## config.mk

```make
export PLATFORM = sky130hd
export DESIGN_NAME = router_fifo
export DESIGN_NICKNAME = d
export VERILOG_FILES = /design/src/rtl/router_pkg.sv /design/src/rtl/router_fifo.sv
export SDC_FILE = /design/constraint.sdc
export NUM_CORES = 1
export LEC_CHECK = 0
export BUFFER_PORTS_ARGS = -buffer_cell sky130_fd_sc_hd__clkbuf_2
export CAP_MARGIN = 15
export CORE_MARGIN = 2
export CORE_UTILIZATION = 41
export DETAILED_ROUTE_END_ITERATION = 7
export GPL_TIMING_DRIVEN = 0
export PLACE_DENSITY = 0.56
export REMOVE_ABC_BUFFERS = 1
export SYNTH_ARGS = -nofsm -noshare
export SYNTH_HDL_FRONTEND = slang
export SYNTH_SLANG_ARGS = --single-unit
```

## constraint.sdc

```tcl
create_clock -name clock -period 8.77 [get_ports clock]
set_clock_uncertainty 0.2 [all_clocks]
set_input_delay 0.877 -clock clock [delete_from_list [all_inputs] [get_ports clock]]
set_output_delay 0.877 -clock clock [all_outputs]
set_load 0.02 [all_outputs]
```

## src/rtl/router_pkg.sv

```systemverilog
// Shared constants for the router output-port FIFOs: geometry, pointer width,
// packet counter width and the position of the payload-length field in a header.
package router_pkg;

    localparam int FIFO_DEPTH  = 16;
    localparam int ENTRY_WIDTH = 9;
    localparam int PTR_W       = $clog2(FIFO_DEPTH) + 1;
    localparam int CNT_W       = 7;
    localparam int HDR_LEN_MSB = 7;
    localparam int HDR_LEN_LSB = 2;

    // Bytes still to deliver once a header leaves the FIFO: payload plus parity.
    function automatic logic [CNT_W-1:0] pkt_len(input logic [7:0] hdr);
        return CNT_W'(hdr[HDR_LEN_MSB:HDR_LEN_LSB]) + CNT_W'(1);
    endfunction

endpackage

```

## src/rtl/router_fifo.sv

```systemverilog
// One output-port FIFO of the router: stores {header flag, byte} entries and
// tracks the packet being drained so data_out idles at zero between packets.
module router_fifo
    import router_pkg::*;
#(
    parameter int DEPTH = FIFO_DEPTH,
    parameter int WIDTH = ENTRY_WIDTH
) (
    input  logic       clock,
    input  logic       reset,
    input  logic       soft_reset,
    input  logic       write_enb,
    input  logic       read_enb,
    input  logic       lfd_state,
    input  logic [7:0] data_in,
    output logic [7:0] data_out,
    output logic       full,
    output logic       empty
);

    localparam int AW = $clog2(DEPTH);
    localparam int PW = AW + 1;

    logic [PW-1:0]    wr_ptr_q, wr_ptr_d;
    logic [PW-1:0]    rd_ptr_q, rd_ptr_d;
    logic [CNT_W-1:0] count_q, count_d;
    logic [7:0]       data_out_q, data_out_d;
    logic [WIDTH-1:0] mem_q [DEPTH];
    logic [WIDTH-1:0] mem_d [DEPTH];

    logic             wr_acc, rd_acc;
    logic [WIDTH-1:0] rd_entry;

    // Extra pointer MSB distinguishes a full wrap from an empty FIFO.
    assign full     = (wr_ptr_q[AW] != rd_ptr_q[AW]) && (wr_ptr_q[AW-1:0] == rd_ptr_q[AW-1:0]);
    assign empty    = (wr_ptr_q == rd_ptr_q);
    assign wr_acc   = write_enb && !full;
    assign rd_acc   = read_enb && !empty;
    assign rd_entry = mem_q[rd_ptr_q[AW-1:0]];
    assign data_out = data_out_q;

    always_comb begin
        // NOTE: every signal gets a default before any branch, so no path leaves
        // a value unassigned and no latch is inferred.
        wr_ptr_d   = wr_ptr_q;
        rd_ptr_d   = rd_ptr_q;
        count_d    = count_q;
        data_out_d = data_out_q;
        mem_d      = mem_q;

        if (soft_reset) begin
            wr_ptr_d   = '0;
            rd_ptr_d   = '0;
            count_d    = '0;
            data_out_d = '0;
        end else begin
            if (wr_acc) begin
                mem_d[wr_ptr_q[AW-1:0]] = WIDTH'({lfd_state, data_in});
                wr_ptr_d                = wr_ptr_q + PW'(1);
            end
            if (rd_acc) begin
                rd_ptr_d   = rd_ptr_q + PW'(1);
                data_out_d = rd_entry[7:0];
                if (rd_entry[WIDTH-1]) begin
                    count_d = pkt_len(rd_entry[7:0]);
                end else if (count_q != '0) begin
                    count_d = count_q - CNT_W'(1);
                end
            end else if (count_q == '0) begin
                data_out_d = '0;
            end
        end
    end

    always_ff @(posedge clock) begin
        // NOTE: sequential state uses non-blocking assignments so every flop
        // samples the pre-edge value regardless of statement order.
        if (reset) begin
            wr_ptr_q   <= '0;
            rd_ptr_q   <= '0;
            count_q    <= '0;
            data_out_q <= '0;
            // NOTE: the storage array is reset as well because entries must read
            // back as zero after reset; soft_reset deliberately leaves it alone.
            for (int i = 0; i < DEPTH; i++) begin
                mem_q[i] <= '0;
            end
        end else begin
            wr_ptr_q   <= wr_ptr_d;
            rd_ptr_q   <= rd_ptr_d;
            count_q    <= count_d;
            data_out_q <= data_out_d;
            mem_q      <= mem_d;
        end
    end

endmodule

```

== Word level (Yosys, flattened, before mapping) ==
Index checks and enable logic that the tools add are counted.
Operators by class
  bitwise gates (word level): 3
  muxes and demuxes: 10
  add/sub/neg operators: 4
  equal/unequal tests: 3
  magnitude comparators: 3
  reductions and logical operators: 13
Operator list (number)
  $bwmux W144: 1
  $bmux W9 S4: 1
  $demux W9 S4: 1
  $mux W9: 3
  $mux W8: 2
  $mux W7: 2
  $add A5 B1 Y5 const B: 2
  $ge A5 B5 Y1 const B: 2
  $not A4 Y5: 2
  $add A6 B1 Y7 const B: 1
  $logic_not A7 Y1: 1
  $reduce_bool A7 Y1: 1
  $sub A7 B1 Y7 const B: 1
  $eq A5 B5 Y1: 1
  $lt A5 B1 Y1 const B: 1
  $eq A4 B4 Y1: 1
  $logic_and A1 B1 Y1: 4
  $reduce_and A2 Y1: 2
  $reduce_bool A2 Y1: 2
  $logic_not A1 Y1: 2
  $reduce_or A2 Y1: 1
  $ne A1 B1 Y1: 1
  $not A1 Y1: 1
Word-level totals
  input port bits: 14
  bits in registers: 169
  logic and storage cells: 56
  output and inout bits: 10

== Logic depth before layout (Yosys ltp) ==
  depth after elaboration: 6
  mapped depth: 12

== Least setup slack after synthesis ==
Ideal clock, no wire load.
  path type: register to register
  start point: reg rd_ptr_q[1]
  end point: reg count_q[2]
  stages on the path, launching flop included: 11
  data arrival time: 2515 ps
  slack: 5923 ps
  data required time: 8438 ps
  clock period less this slack: 2847 ps
  setup time: 132 ps
  buffers on the path: 2
  path through: dfxtp_1 buf_6 buf_6 mux4_2 mux2_2 mux2i_1 inv_1 ha_1 or3_1 a311oi_1 nor3_1
Between the ends
  longest elaborated chain between the ends: 6
Ends and longest elaborated chain
  start, declared: line router_fifo.sv:25  | logic [PW-1:0] rd_ptr_q, rd_ptr_d;
  start signal, assigned: line router_fifo.sv:90  | rd_ptr_q <= rd_ptr_d;
  $not A4 Y5 (not written as such): line router_fifo.sv:39  | assign rd_entry = mem_q[rd_ptr_q[AW-1:0]];
  $bmux W9 S4: line router_fifo.sv:39
  $mux W9 (not written as such) (2 in a row): line router_fifo.sv:39
  $add A6 B1 Y7 or $reduce_bool A2 Y1 (tied branches)
  $mux W7 or $reduce_and A2 Y1 (tied branches)
  end signal, assigned: line router_fifo.sv:91  | count_q <= count_d;
  end, declared: line router_fifo.sv:26  | logic [CNT_W-1:0] count_q, count_d;
Several ways; a longest one is shown, not always the timed one. The select of a mux whose other input is x is not followed.
A chain may end at the register's enable or synchronous reset.

== Worst setup path after layout ==
  start point: reg rd_ptr_q[3]
  end point: reg mem_q[125] in the netlist's numbering
Between the ends
  longest elaborated chain between the ends: 5
Ends and longest elaborated chain
  $eq A4 B4 Y1: line router_fifo.sv:35  | assign full = (wr_ptr_q[AW] != rd_ptr_q[AW]) && (wr_ptr_q[AW-1:0] == rd_ptr_q[AW-1:0]);
  $logic_and A1 B1 Y1: line router_fifo.sv:35
  $logic_not A1 Y1: line router_fifo.sv:37  | assign wr_acc = write_enb && !full;
  $logic_and A1 B1 Y1: line router_fifo.sv:37
  $reduce_and A2 Y1 (no source line)
  end signal, assigned: line router_fifo.sv:93  | mem_q <= mem_d;
  end, declared: line router_fifo.sv:28  | logic [WIDTH-1:0] mem_q [DEPTH];
No other way between the ends.

==> run metrics <==
Clk Latency, worst-skew pair 0.42 ns; FMAX 0.246 GHz; post-synthesis adder-cell area fraction 0.0112; synthesized cell area 7830 um2; Final Hold Viols 0; xor/xnor share of the synthesized area 0.0168; max-slew violation count 0; HPWL after DPL 11.7 mm; Buf/Inv on CP 0; Req. time, crit path 8.85 ns; flops & latches, synth 169; Pre-Repair DR Iteration Count 5; top-count cell post-synth dfxtp_1; clock root cell clkbuf_16; DR DRC count 0; port bufs 23; synth cell count leaders dfxtp_1 (169), nor2_1 (167), mux2i_1 (155); sequential fraction of the synthesis area 0.432; Worst setup EP type flip-flop; Clk pin slew, worst setup/hold paths 0.06 ns; DRT iter0 DRCs 457; Starting Density 0.419; final wirelength 19.0 mm; syn avg cell area 10.4 um2; placed instance count 949; fill cell count 1729; Final Wtd Congestion 0.764; final net count 756; CP startpoint kind flip-flop; drt wl/cell 19.3 um; yosys synthesis warning count 0; synthesized instance count 754; max incr delay on CP 1.01 ns; Post-synth EDFFs 0; antenna-violating nets left 0; antenna violations before repair 0; maximum capacitance violations 0; Synth Area in Compound Gates 0.0391; status finished clean; CTS Sinks 169; Area contributors post-synth dfxtp_1 (43%), mux2i_1 (20%), mux4_2 (11%); Final TNS setup 0 ns; P per Cell Area 181 nW/um2; Setup Viol. Count Final 0; Slowest-stage cell, CP dfxtp_1; # H-tree levels 4; ANT cells 0; utilization after layout 0.457; DIE WIDTH 142 um; cts hold-fix bufs 0; Distinct cells, synth 47; total power 1.54 mW; most area-hungry cell type in the Yosys netlist dfxtp_1; layout cells sized above 1 0.146; simple-gate portion of the synthesized area 0.131; peak supply drop 0.000129 V; setup bufs post-CTS 0; RSZ-0062 raised after global routing no; worst-path cell chain xor2_1 -> nor4_4 -> a21oi_1 -> nand3_1 -> mux2i_1 -> nor2_1; GRT Residual Overflow 0; vias in the first global route 5409; post-synth top area share 0.432; Final min period 4.06 ns; Resize count post-CTS 0; Main synth FF type dfxtp_1; Clock Path Buffers 2; total I/O pin count 24; first-pass GRT wire length 30.6 mm; Die H 142 um; largest net degree at the start of global routing 76; post-synthesis mux area share 0.322; # rows 50; vias per cell 5.52; DP Area 8000 um2; fin crit share 0.463; total CTS buffers 17; min-delay src data_out[1]; crit path DAT 4.14 ns; Vias 5419; cell area after layout 8550 um2; Worst Path Max Fanout 18; LEAKAGE 4.08 nW; die area 20200 um2; Critical R2R Launch rd_ptr_q[3]; WS Path Type reg -> reg; ys async rst share 0; GRT Total Usage 0.200; Hold Path Class reg -> reg; Top Family by Delay on Critical Path simple AND/OR/NAND/NOR gates; largest family of logic cells by synthesized area multiplexers; Core ar. 18700 um2; TritonCTS clock tree done; Area Growth Syn to Fin 9.14%; Critical Path Start rd_ptr_q[3]; relative slew slack 0.305; Slew @ Worst Pin 1.04 ns; Finished Layout Cells 981
routing by layer:
layer  GRT usage  part of all wire  vias to the layer above
met1       0.282              0.47                     2664
met4      0.0611             0.014                        0
met5           0                 0                        -
met3      0.0400             0.059                       22
li1            -                 -                     2598
met2       0.312              0.46                      135
flip-flops by register name (all words and copies together) (netlist names):
signal,cells
wr_ptr_q,5
rd_ptr_q,5
count_q,7
data_out,8
mem_q,144
cell type report:
cell class	count	area (um2)	share of cell area
clock buffer	25	475	0.0556
clock inverter	6	67.6	0.00791
inverter	9	33.8	0.00395
multi-input combinational	510	4070	0.476
sequential	169	3390	0.396
tap	234	293	0.0343
timing repair buffer	28	220	0.0258
final timing paths:
path         depth (start not counted)  slack (ns)     endpoint
max reg2reg                          6        4.71   mem_q[125]
min                                  2        0.26  data_out[1]
min reg2reg                          2        0.26  data_out[1]
max                                  6        4.71   mem_q[125]
cell usage in the layout, fill, tap and decap left out, types with 3 or more instances in the layout:
cell / count
o22ai_1: 3
and2_1: 3
mux2_2: 8
dfxtp_2: 3
ha_1: 7
a21o_1: 3
o21ai_0: 5
clkbuf_1: 6
nand2_1: 17
or2_2: 3
nor3_1: 3
mux2i_1: 155
dfxtp_1: 166
clkbuf_2: 22
inv_1: 9
nand4_1: 5
nand3_1: 24
nor2_1: 167
a21oi_1: 17
xor2_1: 13
mux4_2: 39
a31oi_1: 5
clkbuf_16: 17
nand2b_1: 3
nor2b_1: 4
stage by stage:
step                      hold slack, ns  setup slack [ns]
after floorplan                    0.255              5.04
after global placement             0.258              3.65
after detailed placement           0.258              4.76
after CTS                          0.266              4.77
after global routing               0.295              4.38
final                              0.263              4.71
report_power, final:
part / total, mW / leakage [nW] / internal [mW] / switching (mW)
registers: 0.773 / 1.36 / 0.771 / 0.00227
clock network: 0.704 / 0.258 / 0.405 / 0.299
logic: 0.0659 / 2.45 / 0.0213 / 0.0446
tightest hold or removal path, stage by stage, from the launching register on:
cell and delay, ns:
dfxtp_1 0.30, nand3_1 0.06, a21oi_1 0.05
logic make-up after synthesis:
logic type,count (synthesis)
muxes,202
buffers and inverters,75
xor gates and xnor gates,15
AOI/OAI and AO/OA,48
and+or+nand+nor,238
adders and majority gates,7
DFF,169
Power figures use the tool's default switching activity.
